## config.mk

```make
export PLATFORM = sky130hd
export DESIGN_NAME = matrix_scan_receiver
export DESIGN_NICKNAME = d
export VERILOG_FILES = /design/src/rtl/matrix_scan_receiver_pkg.sv /design/src/rtl/matrix_scan_sync_filter.sv /design/src/rtl/matrix_scan_receiver.sv
export SDC_FILE = /design/constraint.sdc
export NUM_CORES = 1
export LEC_CHECK = 0
export CELL_PAD_IN_SITES_DETAIL_PLACEMENT = 1
export CELL_PAD_IN_SITES_GLOBAL_PLACEMENT = 2
export CORE_UTILIZATION = 39
export CTS_CLUSTER_SIZE = 30
export DETAILED_ROUTE_END_ITERATION = 8
export PLACE_DENSITY = 0.87
export SETUP_SLACK_MARGIN = 0.05
export SYNTH_ARGS = -nofsm -noshare
export SYNTH_HDL_FRONTEND = slang
export SYNTH_SLANG_ARGS = --single-unit
```

## constraint.sdc

```tcl
create_clock -name clock -period 9.65 [get_ports clock]
set_input_delay 0.965 -clock clock [delete_from_list [all_inputs] [get_ports clock]]
set_output_delay 0.965 -clock clock [all_outputs]
set_load 0.01 [all_outputs]
```

## src/rtl/matrix_scan_receiver_pkg.sv

```systemverilog
`default_nettype none
// +----------------------------------------------------------------------+
// | matrix_scan_receiver_pkg                                              |
// | Shared dimensions, FSM encoding and column-vector helpers.            |
// | Revision: 1.0                                                         |
// +----------------------------------------------------------------------+
package matrix_scan_receiver_pkg;

    localparam int NUM_COLS = 5;
    localparam int NUM_ROWS = 7;

    localparam logic [0:0] ST_HUNT    = 1'b0;
    localparam logic [0:0] ST_CAPTURE = 1'b1;

    function automatic logic [2:0] count_ones(input logic [NUM_COLS-1:0] v);
        logic [2:0] n;
        n = '0;
        for (int i = 0; i < NUM_COLS; i++) begin
            n = n + {2'b00, v[i]};
        end
        return n;
    endfunction

    // Only meaningful when the vector is one-hot.
    function automatic logic [2:0] col_index(input logic [NUM_COLS-1:0] v);
        logic [2:0] idx;
        idx = '0;
        for (int i = NUM_COLS - 1; i >= 0; i--) begin
            if (v[i]) begin
                idx = 3'(i);
            end
        end
        return idx;
    endfunction

endpackage
`default_nettype wire

```

## src/rtl/matrix_scan_sync_filter.sv

```systemverilog
`default_nettype none
// +----------------------------------------------------------------------+
// | matrix_scan_sync_filter                                               |
// | Synchronizes the scan pins and emits one accept pulse per stable      |
// | column dwell.                                                         |
// | Revision: 1.0                                                         |
// +----------------------------------------------------------------------+
module matrix_scan_sync_filter
    import matrix_scan_receiver_pkg::*;
#(
    parameter int SETTLE         = 2,
    parameter bit COL_ACTIVE_LOW = 1'b1
) (
    input  logic                clock,
    input  logic                reset,
    input  logic [NUM_COLS-1:0] i_col,
    input  logic [NUM_ROWS-1:0] i_row,
    output logic                o_accept,
    output logic [NUM_COLS-1:0] o_col,
    output logic [NUM_ROWS-1:0] o_row
);

    localparam logic [3:0] c_settle = 4'(SETTLE);

    logic [NUM_COLS-1:0] col_s1_q, col_s1_d, col_s2_q, col_s2_d;
    logic [NUM_ROWS-1:0] row_s1_q, row_s1_d, row_s2_q, row_s2_d;
    logic [NUM_COLS-1:0] prev_q, prev_d;
    logic [NUM_COLS-1:0] col_out_q, col_out_d;
    logic [NUM_ROWS-1:0] row_out_q, row_out_d;
    logic [3:0]          cnt_q, cnt_d;
    logic [1:0]          warm_q, warm_d;
    logic                accept_q, accept_d;
    logic [NUM_COLS-1:0] w_col_norm;
    logic                w_changed;

    always_comb begin
        w_col_norm = COL_ACTIVE_LOW ? ~col_s2_q : col_s2_q;
        w_changed  = (w_col_norm != prev_q);
        col_s1_d   = i_col;
        col_s2_d   = col_s1_q;
        row_s1_d   = i_row;
        row_s2_d   = row_s1_q;
        prev_d     = w_col_norm;
        col_out_d  = w_col_norm;
        row_out_d  = row_s2_q;
        warm_d     = (warm_q == 2'd2) ? warm_q : warm_q + 2'd1;
        cnt_d      = '0;
        accept_d   = 1'b0;
        // Hold off until the synchronizer holds real pin samples, not reset zeros.
        if (warm_q == 2'd2) begin
            if (w_changed) begin
                cnt_d = 4'd1;
            end else if (cnt_q < c_settle) begin
                cnt_d = cnt_q + 4'd1;
            end else begin
                cnt_d = cnt_q;
            end
            accept_d = (cnt_d == c_settle) && (w_changed || (cnt_q != c_settle));
        end
    end

    always_ff @(posedge clock) begin
        if (reset) begin
            col_s1_q  <= '0;
            col_s2_q  <= '0;
            row_s1_q  <= '0;
            row_s2_q  <= '0;
            prev_q    <= '0;
            col_out_q <= '0;
            row_out_q <= '0;
            cnt_q     <= '0;
            warm_q    <= '0;
            accept_q  <= 1'b0;
        end else begin
            col_s1_q  <= col_s1_d;
            col_s2_q  <= col_s2_d;
            row_s1_q  <= row_s1_d;
            row_s2_q  <= row_s2_d;
            prev_q    <= prev_d;
            col_out_q <= col_out_d;
            row_out_q <= row_out_d;
            cnt_q     <= cnt_d;
            warm_q    <= warm_d;
            accept_q  <= accept_d;
        end
    end

    assign o_accept = accept_q;
    assign o_col    = col_out_q;
    assign o_row    = row_out_q;

endmodule
`default_nettype wire

```

## src/rtl/matrix_scan_receiver.sv

```systemverilog
`default_nettype none
// +----------------------------------------------------------------------+
// | matrix_scan_receiver                                                  |
// | Rebuilds a 5x7 image from a scanned matrix and flags scan violations. |
// | Revision: 1.0                                                         |
// +----------------------------------------------------------------------+
module matrix_scan_receiver
    import matrix_scan_receiver_pkg::*;
#(
    parameter int SETTLE         = 2,
    parameter int TIMEOUT        = 65535,
    parameter bit COL_ACTIVE_LOW = 1'b1
) (
    input  logic                         clock,
    input  logic                         reset,
    input  logic [NUM_COLS-1:0]          matrix_col,
    input  logic [NUM_ROWS-1:0]          matrix_row,
    output logic [NUM_COLS*NUM_ROWS-1:0] frame,
    output logic                         frame_valid,
    output logic                         scan_error,
    output logic                         locked,
    output logic [7:0]                   error_count
);

    localparam logic [15:0] c_timeout  = 16'(TIMEOUT);
    localparam logic [2:0]  c_last_col = 3'(NUM_COLS - 1);

    logic                w_accept;
    logic [NUM_COLS-1:0] w_col;
    logic [NUM_ROWS-1:0] w_row;
    logic [2:0]          w_ones;
    logic [2:0]          w_idx;
    logic                w_one_hot;
    logic                w_multi;
    logic                w_err;

    logic [0:0]                   state_q, state_d;
    logic [2:0]                   expected_q, expected_d;
    logic [NUM_ROWS-1:0]          shadow_q [NUM_COLS];
    logic [NUM_ROWS-1:0]          shadow_d [NUM_COLS];
    logic [NUM_COLS*NUM_ROWS-1:0] frame_q, frame_d;
    logic                         frame_valid_q, frame_valid_d;
    logic                         scan_error_q, scan_error_d;
    logic                         locked_q, locked_d;
    logic [7:0]                   error_count_q, error_count_d;
    logic [15:0]                  tmo_q, tmo_d;

    matrix_scan_sync_filter #(
        .SETTLE         (SETTLE),
        .COL_ACTIVE_LOW (COL_ACTIVE_LOW)
    ) u_sync_filter (
        .clock    (clock),
        .reset    (reset),
        .i_col    (matrix_col),
        .i_row    (matrix_row),
        .o_accept (w_accept),
        .o_col    (w_col),
        .o_row    (w_row)
    );

    always_comb begin
        w_ones        = count_ones(w_col);
        w_idx         = col_index(w_col);
        w_one_hot     = w_accept && (w_ones == 3'd1);
        w_multi       = w_accept && (w_ones >= 3'd2);
        w_err         = 1'b0;
        state_d       = state_q;
        expected_d    = expected_q;
        shadow_d      = shadow_q;
        frame_d       = frame_q;
        frame_valid_d = 1'b0;
        locked_d      = locked_q;
        error_count_d = error_count_q;
        tmo_d         = '0;

        case (state_q)
            ST_HUNT: begin
                if (w_multi) begin
                    w_err = 1'b1;
                end else if (w_one_hot && (w_idx == 3'd0)) begin
                    shadow_d[0] = w_row;
                    expected_d  = 3'd1;
                    state_d     = ST_CAPTURE;
                end
            end
            ST_CAPTURE: begin
                // Multi-hot wins over a coincident timeout so only one error is raised.
                if (w_multi) begin
                    w_err      = 1'b1;
                    state_d    = ST_HUNT;
                    expected_d = 3'd0;
                end else if (w_one_hot) begin
                    if (w_idx == expected_q) begin
                        shadow_d[w_idx] = w_row;
                        if (w_idx == c_last_col) begin
                            for (int i = 0; i < NUM_COLS - 1; i++) begin
                                frame_d[i*NUM_ROWS +: NUM_ROWS] = shadow_q[i];
                            end
                            frame_d[(NUM_COLS-1)*NUM_ROWS +: NUM_ROWS] = w_row;
                            frame_valid_d = 1'b1;
                            locked_d      = 1'b1;
                            expected_d    = 3'd0;
                        end else begin
                            expected_d = expected_q + 3'd1;
                        end
                    end else begin
                        w_err      = 1'b1;
                        state_d    = ST_HUNT;
                        expected_d = 3'd0;
                        if (w_idx == 3'd0) begin
                            shadow_d[0] = w_row;
                            expected_d  = 3'd1;
                            state_d     = ST_CAPTURE;
                        end
                    end
                end else begin
                    tmo_d = tmo_q + 16'd1;
                    if (tmo_d == c_timeout) begin
                        w_err      = 1'b1;
                        state_d    = ST_HUNT;
                        expected_d = 3'd0;
                        tmo_d      = '0;
                    end
                end
            end
            default: begin
                state_d    = ST_HUNT;
                expected_d = 3'd0;
            end
        endcase

        scan_error_d = w_err;
        if (w_err) begin
            locked_d = 1'b0;
            if (error_count_q != 8'hFF) begin
                error_count_d = error_count_q + 8'd1;
            end
        end
    end

    always_ff @(posedge clock) begin
        if (reset) begin
            state_q       <= ST_HUNT;
            expected_q    <= '0;
            frame_q       <= '0;
            frame_valid_q <= 1'b0;
            scan_error_q  <= 1'b0;
            locked_q      <= 1'b0;
            error_count_q <= '0;
            tmo_q         <= '0;
            for (int i = 0; i < NUM_COLS; i++) begin
                shadow_q[i] <= '0;
            end
        end else begin
            state_q       <= state_d;
            expected_q    <= expected_d;
            frame_q       <= frame_d;
            frame_valid_q <= frame_valid_d;
            scan_error_q  <= scan_error_d;
            locked_q      <= locked_d;
            error_count_q <= error_count_d;
            tmo_q         <= tmo_d;
            for (int i = 0; i < NUM_COLS; i++) begin
                shadow_q[i] <= shadow_d[i];
            end
        end
    end

    assign frame       = frame_q;
    assign frame_valid = frame_valid_q;
    assign scan_error  = scan_error_q;
    assign locked      = locked_q;
    assign error_count = error_count_q;

endmodule
`default_nettype wire

```

==> impl_summary.md <==
Floorplanning
The floorplan die area is 14700 um^2. The number of top-level pins is 60. From left edge to right edge, the die measures 121 um.

The standard cell core area is 13900 um^2. Measured along the y axis, the die boundary spans 121 um. Once the floorplan was initialized, standard cells occupied 39.9% of the core. The floorplan has 43 rows.

Clock tree
The number of buffers added by the clock tree synthesis step is 17. The number of gates resized after cts is 0. Clock latency on the worst-skew pair, taken at its later pin, is 0.42 ns. The H-tree depth is 4.

The hold buffer count at CTS is 0. The TritonCTS clock tree is done. The master cell of the clock root buffer is sky130_fd_sc_hd__clkbuf_16. The number of clock sinks is 137. The maximum number of buffers from clock root to sink is 2. The clock input transition at the sequential cells of the worst setup and hold paths is 0.06 ns.

The number of setup buffers added after CTS is 0.

STA
After layout, the minimum clock period comes to 4.25 ns. Adding up every negative setup slack in the final design gives 0 ns. Between clock sinks in the finished design, the worst skew comes to 0.00703 ns. The maximum clock rate is 235 MHz.

Headroom to the max-slew limit came out at 24.6%. Dividing the final minimum period by the clock period gives 44.0%. The final count of pins violating max slew is 0.

Setup repair after global routing left no endpoint under its margin. For the pin with the worst max-slew slack, the measured transition is 1.13 ns. Setup violations remaining at the end of the flow were counted as 0. The count of endpoints failing hold in the final timing report came to 0.

Power
The worst vdd rail ir drop is 0.000121 V. The leakage dissipation is 2.58 nW. The power density over cell area is 195 nW/um^2.

Routing
After detailed routing, the number of remaining DRC violations is 0. Dividing the detail-routed wire length by the instance count gives 15.7 um. The detailed router placed 4054 vias in this run. Dividing the detail-routed via count by the number of cells gives 5.07. The detail route stage leaves a number of antenna-violating nets equal to 0. For this block, the initial DRC count from the detailed router was 177. The first-pass iteration count of the detailed router is 6. Wires add up to 12600 um.

Min path
The class of the tightest hold or removal check is flip-flop to flip-flop. Along the worst hold path, the cell count comes to 1. The worst hold path terminates at u_sync_filter.prev_q[2]$_SDFF_PP0_. In this run the most critical hold path is launched from u_sync_filter.col_s2_q[2]$_SDFF_PP0_.

Critical path
The cell depth of the worst flop-to-flop path is 12. The worst-case register-to-register setup slack is 5.40 ns. The worst-path maximum fanout is 36.

In this run the critical register-to-register path is launched from u_sync_filter.prev_q[1]$_SDFF_PP0_. For the worst setup path, the data required time is 9.91 ns. The category of the worst setup path capture point is a flip-flop.

The critical path is of the flip-flop to flip-flop type. The endpoint of the most critical register-to-register path is frame[0]$_SDFFE_PP0P_. The category of the worst setup path launch point is a flip-flop. Data arrives at the worst endpoint at 4.51 ns.

Cells and area
The share of final-layout standard cells stronger than drive strength 1 is 9.53%. The relative area change from synthesis to final layout is 23.7%. The count of inserted antenna diode cells is 0.

For this run, the post-layout net count is 632. The area of the multi-input gates is 2590 um^2. Once layout is complete, the utilization of the core stands at 49.3%. In the final layout, flip-flops and latches occupy 2740 um^2. The layout has 1554 filler cells.

Global route
The global-route wire length before repair is 21600 um. The number of antenna violations at the first check in global routing was 0. Global routing used 19.1% of the available tracks across all layers. After global routing the overflow that remains totals 0. The via count of the first global-routing pass is 4365. The largest net degree at the start of global routing is 105.

Placement
The count of buffers inserted at the top-level ports is 59. The congestion estimate from routability-driven global placement came to 0.740. The detailed placement HPWL is 8380 um.

Yosys
In the synthesized netlist, the number of instances is 555. The predominant post-synthesis flop cell is sky130_fd_sc_hd__dfxtp_1. The mapped cell area is 5530 um^2. The sequential fraction of the synthesis area is 49.6%.

The number of enable-type register cells in the synthesized netlist is 0. The average size of a mapped cell is 9.97 um^2. Synthesis produced a netlist with a net count of 580. The number of synthesis warnings is 0.

Yosys mapped the design onto 58 distinct sky130hd cell types. After synthesis, the share of flip-flops with an asynchronous set or reset is 0%. Counting flops and latches in the post-synthesis netlist gives 137.

Run
Max-cap violations in this run came to 0.

Run status
The flow ran to the end, and the final reports show no timing, DRC or antenna violations.
## power breakdown
group	internal (mW)	switching [mW]	total, mW
clock	0.452	0.244	0.696
sequential	0.578	0.00884	0.587
combinational	0.0244	0.0307	0.0552
## cells by family (layout without fill, tap and decap cells)
family          Yosys count  in the layout  share of synthesized area, %
xor+xnor                 22             22                          3.48
mux                      71             71                          13.0
simple gates            235            235                          22.3
buf+inv                  43            107                          3.71
compound gates           36             36                          5.22
flops                   137            137                          49.6
fa+ha+maj                11             11                          2.76
## worst max-delay path by stage
stage | startpoint | endpoint | slack [ns] | depth (start not counted)
2_1_floorplan | u_sync_filter.prev_q[1]$_SDFF_PP0_ | error_count[7]$_SDFFE_PP0P_ | 6.27 | 12
3_3_place_gp | u_sync_filter.prev_q[1]$_SDFF_PP0_ | frame[32]$_SDFFE_PP0P_ | 5.55 | 12
3_5_place_dp | u_sync_filter.prev_q[1]$_SDFF_PP0_ | frame[33]$_SDFFE_PP0P_ | 5.40 | 12
4_1_cts | u_sync_filter.prev_q[1]$_SDFF_PP0_ | frame[0]$_SDFFE_PP0P_ | 5.37 | 12
5_1_grt | u_sync_filter.prev_q[1]$_SDFF_PP0_ | frame[27]$_SDFFE_PP0P_ | 5.09 | 12
6_report | u_sync_filter.prev_q[1]$_SDFF_PP0_ | frame[0]$_SDFFE_PP0P_ | 5.40 | 12
## critical path: stages (launching register included)
cell	delay (ns)
sky130_fd_sc_hd__dfxtp_1	0.47
sky130_fd_sc_hd__inv_1	0.14
sky130_fd_sc_hd__fa_1	0.52
sky130_fd_sc_hd__inv_1	0.05
sky130_fd_sc_hd__fa_1	0.39
sky130_fd_sc_hd__inv_1	0.07
sky130_fd_sc_hd__ha_1	0.24
sky130_fd_sc_hd__and4bb_4	0.37
sky130_fd_sc_hd__nand3_1	0.08
sky130_fd_sc_hd__and4b_1	0.43
sky130_fd_sc_hd__and2_2	0.96
sky130_fd_sc_hd__mux2i_1	0.29
sky130_fd_sc_hd__nor2_1	0.07
## cell type report
| cell class | instances | share of cell area (%) |
|---|---|---|
| Clock inverter | 11 | 2.47 |
| Tap cell | 180 | 3.29 |
| Timing Repair Buffer | 60 | 8.70 |
| Sequential cell | 137 | 40.1 |
| Multi-Input combinational cell | 375 | 37.8 |
| Inverter | 16 | 0.877 |
| Clock buffer | 20 | 6.82 |
## per-stage QoR
step                cell area, um^2  total power, mW  setup slack (ns)  instances  hold slack, ns
finish                         6850             1.34              5.40        799           0.434
global route                   6850             1.39              5.09        799           0.453
CTS                            6850             1.35              5.37        799           0.441
detailed placement             6210            0.655              5.40        768           0.427
global placement               6210            0.649              5.55        768           0.423
floorplan                      5530            0.636              6.27        555           0.412
## cells in the final DEF, fill, tap and decap left out, types with 11 or more instances in the layout
cell	instances
sky130_fd_sc_hd__dfxtp_1	137
sky130_fd_sc_hd__nor2_1	101
sky130_fd_sc_hd__mux2i_1	65
sky130_fd_sc_hd__clkdlybuf4s50_1	58
sky130_fd_sc_hd__nor2b_1	39
sky130_fd_sc_hd__nand2_1	17
sky130_fd_sc_hd__clkbuf_16	17
sky130_fd_sc_hd__inv_1	15
sky130_fd_sc_hd__nand3_1	15
sky130_fd_sc_hd__xnor2_1	11
sky130_fd_sc_hd__xor2_1	11
## routing by layer
layer / global-route usage, % / vias up / share of wire, %
met4: 7.33 / 0 / 1.5
met5: 0 / - / 0
met2: 32.4 / 67 / 50
met3: 4.51 / 16 / 2.8
met1: 23.5 / 1993 / 46
li1: - / 1978 / -
## synthesized netlist by cell type, types with 3 or more instances
library cell,count,share of area (%)
sky130_fd_sc_hd__buf_6,4,0.81
sky130_fd_sc_hd__nand4b_1,3,0.47
sky130_fd_sc_hd__nand4_2,3,0.68
sky130_fd_sc_hd__buf_2,8,0.72
sky130_fd_sc_hd__inv_1,15,1.0
sky130_fd_sc_hd__nor2_2,10,1.1
sky130_fd_sc_hd__buf_1,3,0.20
sky130_fd_sc_hd__mux2i_1,65,12
sky130_fd_sc_hd__nand4_1,8,0.90
sky130_fd_sc_hd__xnor2_1,11,1.7
sky130_fd_sc_hd__nor3_1,10,0.90
sky130_fd_sc_hd__nor2b_1,39,4.4
sky130_fd_sc_hd__nand2_1,17,1.2
sky130_fd_sc_hd__o21ai_0,5,0.45
sky130_fd_sc_hd__dfxtp_1,137,50
sky130_fd_sc_hd__clkbuf_1,11,0.75
sky130_fd_sc_hd__mux2_1,6,1.2
sky130_fd_sc_hd__xor2_1,11,1.7
sky130_fd_sc_hd__and3_1,6,0.68
sky130_fd_sc_hd__nand3_1,15,1.4
sky130_fd_sc_hd__ha_1,9,2.0
sky130_fd_sc_hd__nor2_1,101,6.9
sky130_fd_sc_hd__a211o_2,3,0.54
sky130_fd_sc_hd__a21oi_1,8,0.72
sky130_fd_sc_hd__nand3_2,3,0.54
## flip-flops by register name, summed over array words and instances (netlist names)
| signal | cells |
|---|---|
| u_sync_filter.row_out_d | 7 |
| u_sync_filter.warm_q | 2 |
| u_sync_filter.o_row | 7 |
| frame | 35 |
| u_sync_filter.cnt_q | 4 |
| expected_q | 3 |
| state_q | 1 |
| locked | 1 |
| shadow_q | 28 |
| u_sync_filter.col_s2_q | 5 |
| u_sync_filter.col_s1_q | 5 |
| u_sync_filter.row_s1_q | 7 |
| error_count | 8 |
| frame_valid | 1 |
| u_sync_filter.o_accept | 1 |
| u_sync_filter.prev_q | 5 |
| tmo_q | 16 |
| scan_error | 1 |
Power figures use the tool's default switching activity.
